## src/rtl/rx_bit_timer_if.sv

```systemverilog
// rx_bit_timer_if: bit-timing and word-framing signals between the NRZI decoder, the bit timer and the RX controller.
interface rx_bit_timer_if #(
  parameter int WORD_BITS = 8
);
  logic rx_transfer_active;
  logic d_edge;
  logic stuff_bit;
  logic sample_strobe;
  logic shift_enable;
  logic byte_received;
  logic [$clog2(WORD_BITS)-1:0] bit_index;
  logic idle_timeout;
  modport master (
    output rx_transfer_active, d_edge, stuff_bit,
    input  sample_strobe, shift_enable, byte_received, bit_index, idle_timeout
  );
  modport slave (
    input  rx_transfer_active, d_edge, stuff_bit,
    output sample_strobe, shift_enable, byte_received, bit_index, idle_timeout
  );
endinterface

```

## src/rtl/rx_bit_timer.sv

```systemverilog
// rx_bit_timer: edge-resynchronised bit sampler with stuffed-bit removal, word framing and idle-line timeout.
module rx_bit_timer #(
  parameter int CLKS_PER_BIT = 8,
  parameter int SAMPLE_PHASE = 4,
  parameter int WORD_BITS    = 8,
  parameter int IDLE_BITS    = 7
) (
  input  logic           clk,
  input  logic           rst,
  rx_bit_timer_if.slave  bus
);
  localparam int PW = $clog2(CLKS_PER_BIT);
  localparam int BW = $clog2(WORD_BITS);
  localparam int IW = $clog2(IDLE_BITS + 1);
  logic [PW-1:0] ph_q, ph_d;
  logic [BW-1:0] bit_cnt_q, bit_cnt_d;
  logic [IW-1:0] idle_cnt_q, idle_cnt_d;
  logic strobe_q, byte_q, idle_q, act, d_edge, shift;
  assign act    = bus.rx_transfer_active;
  assign d_edge = bus.d_edge;
  assign shift  = strobe_q & ~bus.stuff_bit;
  always_comb begin
    ph_d       = !act ? '0 : d_edge ? PW'(1) : (ph_q == PW'(CLKS_PER_BIT - 1)) ? '0 : ph_q + 1'b1;
    bit_cnt_d  = !act ? '0 : !shift ? bit_cnt_q : (bit_cnt_q == BW'(WORD_BITS - 1)) ? '0 : bit_cnt_q + 1'b1;
    idle_cnt_d = (!act || d_edge) ? '0 : (strobe_q && idle_cnt_q != IW'(IDLE_BITS)) ? idle_cnt_q + 1'b1 : idle_cnt_q;
  end
  // strobe is registered from next phase so it lines up with ph_q==SAMPLE_PHASE
  always_ff @(posedge clk) begin
    if (rst) begin
      ph_q       <= '0;
      bit_cnt_q  <= '0;
      idle_cnt_q <= '0;
      strobe_q   <= 1'b0;
      byte_q     <= 1'b0;
      idle_q     <= 1'b0;
    end else begin
      ph_q       <= ph_d;
      bit_cnt_q  <= bit_cnt_d;
      idle_cnt_q <= idle_cnt_d;
      strobe_q   <= act && (ph_d == PW'(SAMPLE_PHASE));
      byte_q     <= act && shift && (bit_cnt_q == BW'(WORD_BITS - 1));
      idle_q     <= act && !d_edge && (idle_q || idle_cnt_d == IW'(IDLE_BITS));
    end
  end
  assign bus.sample_strobe = strobe_q;
  assign bus.shift_enable  = shift;
  assign bus.byte_received = byte_q;
  assign bus.bit_index     = bit_cnt_q;
  assign bus.idle_timeout  = idle_q;
endmodule

```

## src/flat_wrapper.sv

```systemverilog
// flat-port wrapper written by rule: the top's interface ports become plain ports
module rx_bit_timer_flat 
#(
  parameter int CLKS_PER_BIT = 8,
  parameter int SAMPLE_PHASE = 4,
  parameter int WORD_BITS    = 8,
  parameter int IDLE_BITS    = 7
)
  (clk, rst, bus_rx_transfer_active, bus_d_edge, bus_stuff_bit, bus_sample_strobe, bus_shift_enable, bus_byte_received, bus_bit_index, bus_idle_timeout);
  rx_bit_timer_if #(.WORD_BITS(WORD_BITS)) bus_i ();
  input  logic clk;
  input  logic rst;
  input wire logic [$bits(bus_i.rx_transfer_active)-1:0] bus_rx_transfer_active;
  input wire logic [$bits(bus_i.d_edge)-1:0] bus_d_edge;
  input wire logic [$bits(bus_i.stuff_bit)-1:0] bus_stuff_bit;
  output wire logic [$bits(bus_i.sample_strobe)-1:0] bus_sample_strobe;
  output wire logic [$bits(bus_i.shift_enable)-1:0] bus_shift_enable;
  output wire logic [$bits(bus_i.byte_received)-1:0] bus_byte_received;
  output wire logic [$bits(bus_i.bit_index)-1:0] bus_bit_index;
  output wire logic [$bits(bus_i.idle_timeout)-1:0] bus_idle_timeout;
  assign bus_i.rx_transfer_active = bus_rx_transfer_active;
  assign bus_i.d_edge = bus_d_edge;
  assign bus_i.stuff_bit = bus_stuff_bit;
  assign bus_sample_strobe = bus_i.sample_strobe;
  assign bus_shift_enable = bus_i.shift_enable;
  assign bus_byte_received = bus_i.byte_received;
  assign bus_bit_index = bus_i.bit_index;
  assign bus_idle_timeout = bus_i.idle_timeout;
  rx_bit_timer #(.CLKS_PER_BIT(CLKS_PER_BIT), .SAMPLE_PHASE(SAMPLE_PHASE), .WORD_BITS(WORD_BITS), .IDLE_BITS(IDLE_BITS)) u_core (.clk(clk), .rst(rst), .bus(bus_i));
endmodule
```

## config.mk

```make
export PLATFORM = sky130hd
export DESIGN_NAME = rx_bit_timer_flat
export DESIGN_NICKNAME = d
export VERILOG_FILES = /design/src/rtl/rx_bit_timer_if.sv /design/src/rtl/rx_bit_timer.sv /design/src/flat_wrapper.sv
export SDC_FILE = /design/constraint.sdc
export NUM_CORES = 1
export LEC_CHECK = 0
export BUFFER_PORTS_ARGS = -buffer_cell sky130_fd_sc_hd__buf_2
export CORE_AREA = 2 2 39 41
export DETAILED_ROUTE_END_ITERATION = 16
export DIE_AREA = 0 0 41 43
export PLACE_DENSITY = 0.72
export SLEW_MARGIN = 10
export SYNTH_ARGS = -nofsm -noshare
export SYNTH_HDL_FRONTEND = slang
export SYNTH_SLANG_ARGS = --single-unit
```

## constraint.sdc

```tcl
create_clock -name clk -period 1.7 [get_ports clk]
set_input_delay 0.17 -clock clk [delete_from_list [all_inputs] [get_ports clk]]
set_output_delay 0.17 -clock clk [all_outputs]
set_load 0.05 [all_outputs]
```

# After elaboration in Yosys (flattened, before gate mapping)
# Index checks and enable logic that the tools add are counted.
# Widths: inputs -> output; s select.
# totals
reg_bits	12
wordCells	34
in_bits	5
out_inout_bits	7
# classes
addsub	3
n_eq_ne	5
mux	6
n_reduce_logical	11
n_bitwise	3
# op_table
cell	count
$mux 3	6
$eq 3x3->1 const B	4
$add 3x1->3 const B	3
$logic_and 1x1->1	6
$ne 3x3->1 const B	1
$logic_not 1->1	2
$logic_or 1x1->1	2
$not 1->1	2
$reduce_or 2->1	1
$and 1x1->1	1

# Depth between registers and ports, before layout
# depth
word_depth	7
depth_mapped	6
ltp_nobuf	6

# Least setup slack after synthesis
# No wires, ideal clock.
# synth_path
path_kind	reg-to-reg
startpoint	register u_core.strobe_q (netlist: u_core.bus.sample_strobe)
endpoint	register u_core.bit_cnt_q[0] (netlist: u_core.bus.bit_index[0])
stages_incl_launch_ff	5
path_slack_ns	-0.105
arrival_ns	1.687
n_path_buf	1
period_less_slack_ns	1.805
path_cell_list	dfxtp_1 > nor2b_1 > clkbuf_1 > mux2i_1 > nor2_1
# synth_between
elab_chain_len	1
# synth_lines
element	line_no	rtl
from (decl)	rx_bit_timer.sv:18	logic strobe_q, byte_q, idle_q, act, d_edge, shift;
from (signal assigned)	rx_bit_timer.sv:40	strobe_q <= act && (ph_d == PW'(SAMPLE_PHASE));
$and 1x1->1	rx_bit_timer.sv:21	assign shift = strobe_q & ~bus.stuff_bit;
via bus_shift_enable	flat_wrapper.sv:17	output wire logic [$bits(bus_i.shift_enable)-1:0] bus_shift_enable;
to (signal assigned)	rx_bit_timer.sv:38	bit_cnt_q <= bit_cnt_d;
to (decl)	rx_bit_timer.sv:16	logic [BW-1:0] bit_cnt_q, bit_cnt_d;
# The timed path passes the listed nets, and every way through them passes these cells.
# A chain may end at the register's enable or synchronous reset.

# Worst setup path in the final report
# layout_path
startpoint	register u_core.idle_cnt_q[0]
endpoint	register u_core.idle_q (netlist: u_core.bus.idle_timeout)
# layout_between
elab_chain_len	7
# layout_lines
element	line_no	rtl
from (decl)	rx_bit_timer.sv:17	logic [IW-1:0] idle_cnt_q, idle_cnt_d;
from (signal assigned)	rx_bit_timer.sv:39	idle_cnt_q <= idle_cnt_d;
branches (longest 2 deep; another with $add 3x1->3)	-	
$mux 3 (*) (2 in a row)	rx_bit_timer.sv:25	idle_cnt_d = (!act || d_edge) ? '0 : (strobe_q && idle_cnt_q != IW'(IDLE_BITS)) ? idle_cnt_q + 1'b1 : idle_cnt ...
$eq 3x3->1 (*)	rx_bit_timer.sv:42	idle_q <= act && !d_edge && (idle_q || idle_cnt_d == IW'(IDLE_BITS));
$logic_or 1x1->1 (*)	rx_bit_timer.sv:42	
$logic_and 1x1->1 (*)	rx_bit_timer.sv:42	
to (signal assigned)	rx_bit_timer.sv:42	
to (decl)	rx_bit_timer.sv:18	
# Every way passes the cells marked *.

==> metrics.txt <==
detailed route wirelength on metal2 432 um; total routed wirelength 886 um; first-pass detailed-route iteration total 3; setup-violating endpoint count in the final report 0; post-route met1 wirelength 368 um; Horiz. Die Dim 41 um; number of nets with antenna violations after routing 0; Port Buffer Count 11; IO Pins 12; cells after synthesis 50; number of buffers created by CTS 3; Switching Share between 10% and 20%; Skew-Pair Late Insertion Delay 0.27 ns; TritonCTS clock tree yes; Pwr Density 794 nW/um^2; Layout area overhead 19.9%; mean cell area of the mapped netlist ~11 um^2; uppermost routed layer met4; Worst Path Arrival ~1.8 ns; Worst Max-Slew Pin Slew 0.380 ns; final worst-path setup slack 0.128 ns; Max Root-Sink Buffers 2; count of flip-flops with a built-in enable after synthesis 0; Synth cell types 21; clock input transition at the sequential cells of the worst setup and hold paths 0.07 ns; worst clock skew 0.00646 ns; GRT Resource Usage Total 13.8%; Post-synth top flop sky130_fd_sc_hd__dfxtp_1; Clock Tree Root sky130_fd_sc_hd__clkbuf_4; r2r setup slk 0.13 ns; reported leakage power 0.324 nW; number of max-cap violations 0; number of storage elements in the synthesis netlist 12; part of the total power dissipated in the clock network between 40% and 50%; Antenna diodes 0; number of global-route vias before repair 372; Synth top cells by count sky130_fd_sc_hd__dfxtp_1 (12), sky130_fd_sc_hd__nor2_1 (8), sky130_fd_sc_hd__ha_1 (6), sky130_fd_sc_hd__mux2i_1 (4); path class of the lowest-slack min-delay path in -> reg; fraction of final layout cells with drive strength greater than 1 34.9%; global-route wire length before repair roughly 1.5 mm; synth top area cells sky130_fd_sc_hd__dfxtp_1 (44%), sky130_fd_sc_hd__ha_1 (14%), sky130_fd_sc_hd__mux2i_1 (7.3%); initial antenna violation count 0; DP Area 613 um^2; Final Critical Period about 1.6 ns; share of synthesized flip-flops with an asynchronous set or reset 0%; maximum number of pins on one net before global-route repair 10; clk sink count 12; # rows 14; kind of start point of the critical path flip-flop; Die Outline Area 1760 um^2; worst ir drop on vdd 0.501 mV; average detailed-routed wire length per instance 11.2 um; vertical die dimension 43 um; weighted congestion at the end of routability-driven global placement 0.766; Max Slew Vio Count 0; number of hold-repair buffers added at the cts stage 0; HPWL after DPL 707 um; Post-Place Setup Slack 0.0930 ns; critical path capture point type flip-flop; period utilisation layout 92.5%; crit path max fanout 4; Fin. Hold Viols 0; CTS H-tree lvls 1; Total Negative Setup Slacks 0 ns; biggest area consumer among synthesized cells sky130_fd_sc_hd__dfxtp_1; Net Sw Power 0.100 mW; Flop pwr share between 50% and 60%; final design instance area without fill between 600 and 700 um^2; Ys Warns 0; Max Clk Rate between 600 and 700 MHz; Power Internal 0.420 mW; placeable core region 1380 um^2; setup repair after global routing missed its margin no; most common cell in the netlist sky130_fd_sc_hd__dfxtp_1; vias post-DR 388; total congestion overflow after global routing 0; number of nets in the finished design 75; status completed; DRC Markers 0; data required time at the worst endpoint around 1.9 ns; fraction of synthesized cell area taken by the top area cell type 43.9%; relative contribution of combinational cells to total power about 3.5%; via count normalized by instance count 4.91; Net Count, Synth around 60; met3 routed wirelength just over 70 um; first-iteration detailed-routing DRC count 3; initial core utilization between 30% and 40%; sequential fraction of the synthesis area between 40% and 50%; worst setup path category reg -> reg; post-layout power 0.520 mW; slew margin rel. about three quarters; Post-Syn Area about 550 um^2
[flip-flops by register name, indices dropped and copies added, names as in the netlist]
register and cells:
u_core.bus.bit_index 3, u_core.ph_q 3, u_core.idle_cnt_q 3, u_core.bus.idle_timeout 1, u_core.bus.sample_strobe 1, u_core.bus.byte_received 1
[critical path, cell delays in order, from the launching register on]
cell and delay [ns]:
sky130_fd_sc_hd__dfxtp_2 0.35, sky130_fd_sc_hd__ha_1 0.20, sky130_fd_sc_hd__ha_1 0.19, sky130_fd_sc_hd__and2b_2 0.24
sky130_fd_sc_hd__mux2_4 0.17, sky130_fd_sc_hd__nand3b_4 0.08, sky130_fd_sc_hd__o41ai_2 0.26
[layer usage]
metal	global-route usage [%]	vias up
li1	-	198
met1	13.5	175
met2	21.3	13
met3	9.42	2
met4	6.00	0
met5	0	-
[per-stage QoR]
stage	std cells	hold slack [ns]	utilization (%)
3_3_place_gp	75	0.336	44.3
6_report	79	0.0511	47.4
3_5_place_dp	75	0.341	44.3
2_1_floorplan	50	0.242	-
5_1_grt	79	0.0550	47.4
4_1_cts	79	0.0420	46.9
[power by group through the flow]
stage	Combinational, mW	Sequential [mW]	Clock, mW
4_1_cts	0.0184	0.284	0.230
2_1_floorplan	0.00924	0.290	0
6_report	0.0180	0.284	0.219
3_3_place_gp	0.0179	0.290	0
5_1_grt	0.0206	0.284	0.242
3_5_place_dp	0.0181	0.290	0
[kinds of logic after synthesis]
| group | Yosys count | share of synthesized area [%] |
|---|---|---|
| AO/OA/AOI/OAI | 2 | 4.12 |
| XOR/XNOR | 1 | 1.60 |
| adder cells (fa/ha/maj) | 6 | 13.7 |
| buffers and inverters | 2 | 1.60 |
| flip-flops | 12 | 43.9 |
| multiplexers | 5 | 10.1 |
| AND/OR/NAND/NOR | 22 | 24.9 |
[worst paths after layout]
path,startpoint,end,cells past startpoint
setup / recovery,u_core.idle_cnt_q[0],u_core.bus.idle_timeout,6
hold / removal,rst,u_core.idle_cnt_q[2],2
setup reg to reg,u_core.idle_cnt_q[0],u_core.bus.idle_timeout,6
hold reg to reg,u_core.bus.idle_timeout,u_core.bus.idle_timeout,2
[cell type report]
class	instances	area, um^2
Multi-Input combinational cell	36	303
Clock buffer	4	36.3
Timing Repair Buffer	11	55.1
Fill cell	137	728
Sequential cell	12	241
Tap cell	16	20.0
[repair_timing]
item	4_1_cts	5_1_grt
endpoints found under the setup margin	0	1
resized for setup	0	2
buffers inserted	0	0
[layout by cell type (no fill, tap or decap), drive strengths merged, types with 2 or more instances in the layout]
cell type   n
dfxtp      12
buf        11
nor2        9
ha          6
mux2i       4
clkbuf      4
and2        2
nor3        2
nor3b       2
Power figures use the tool's default switching activity.
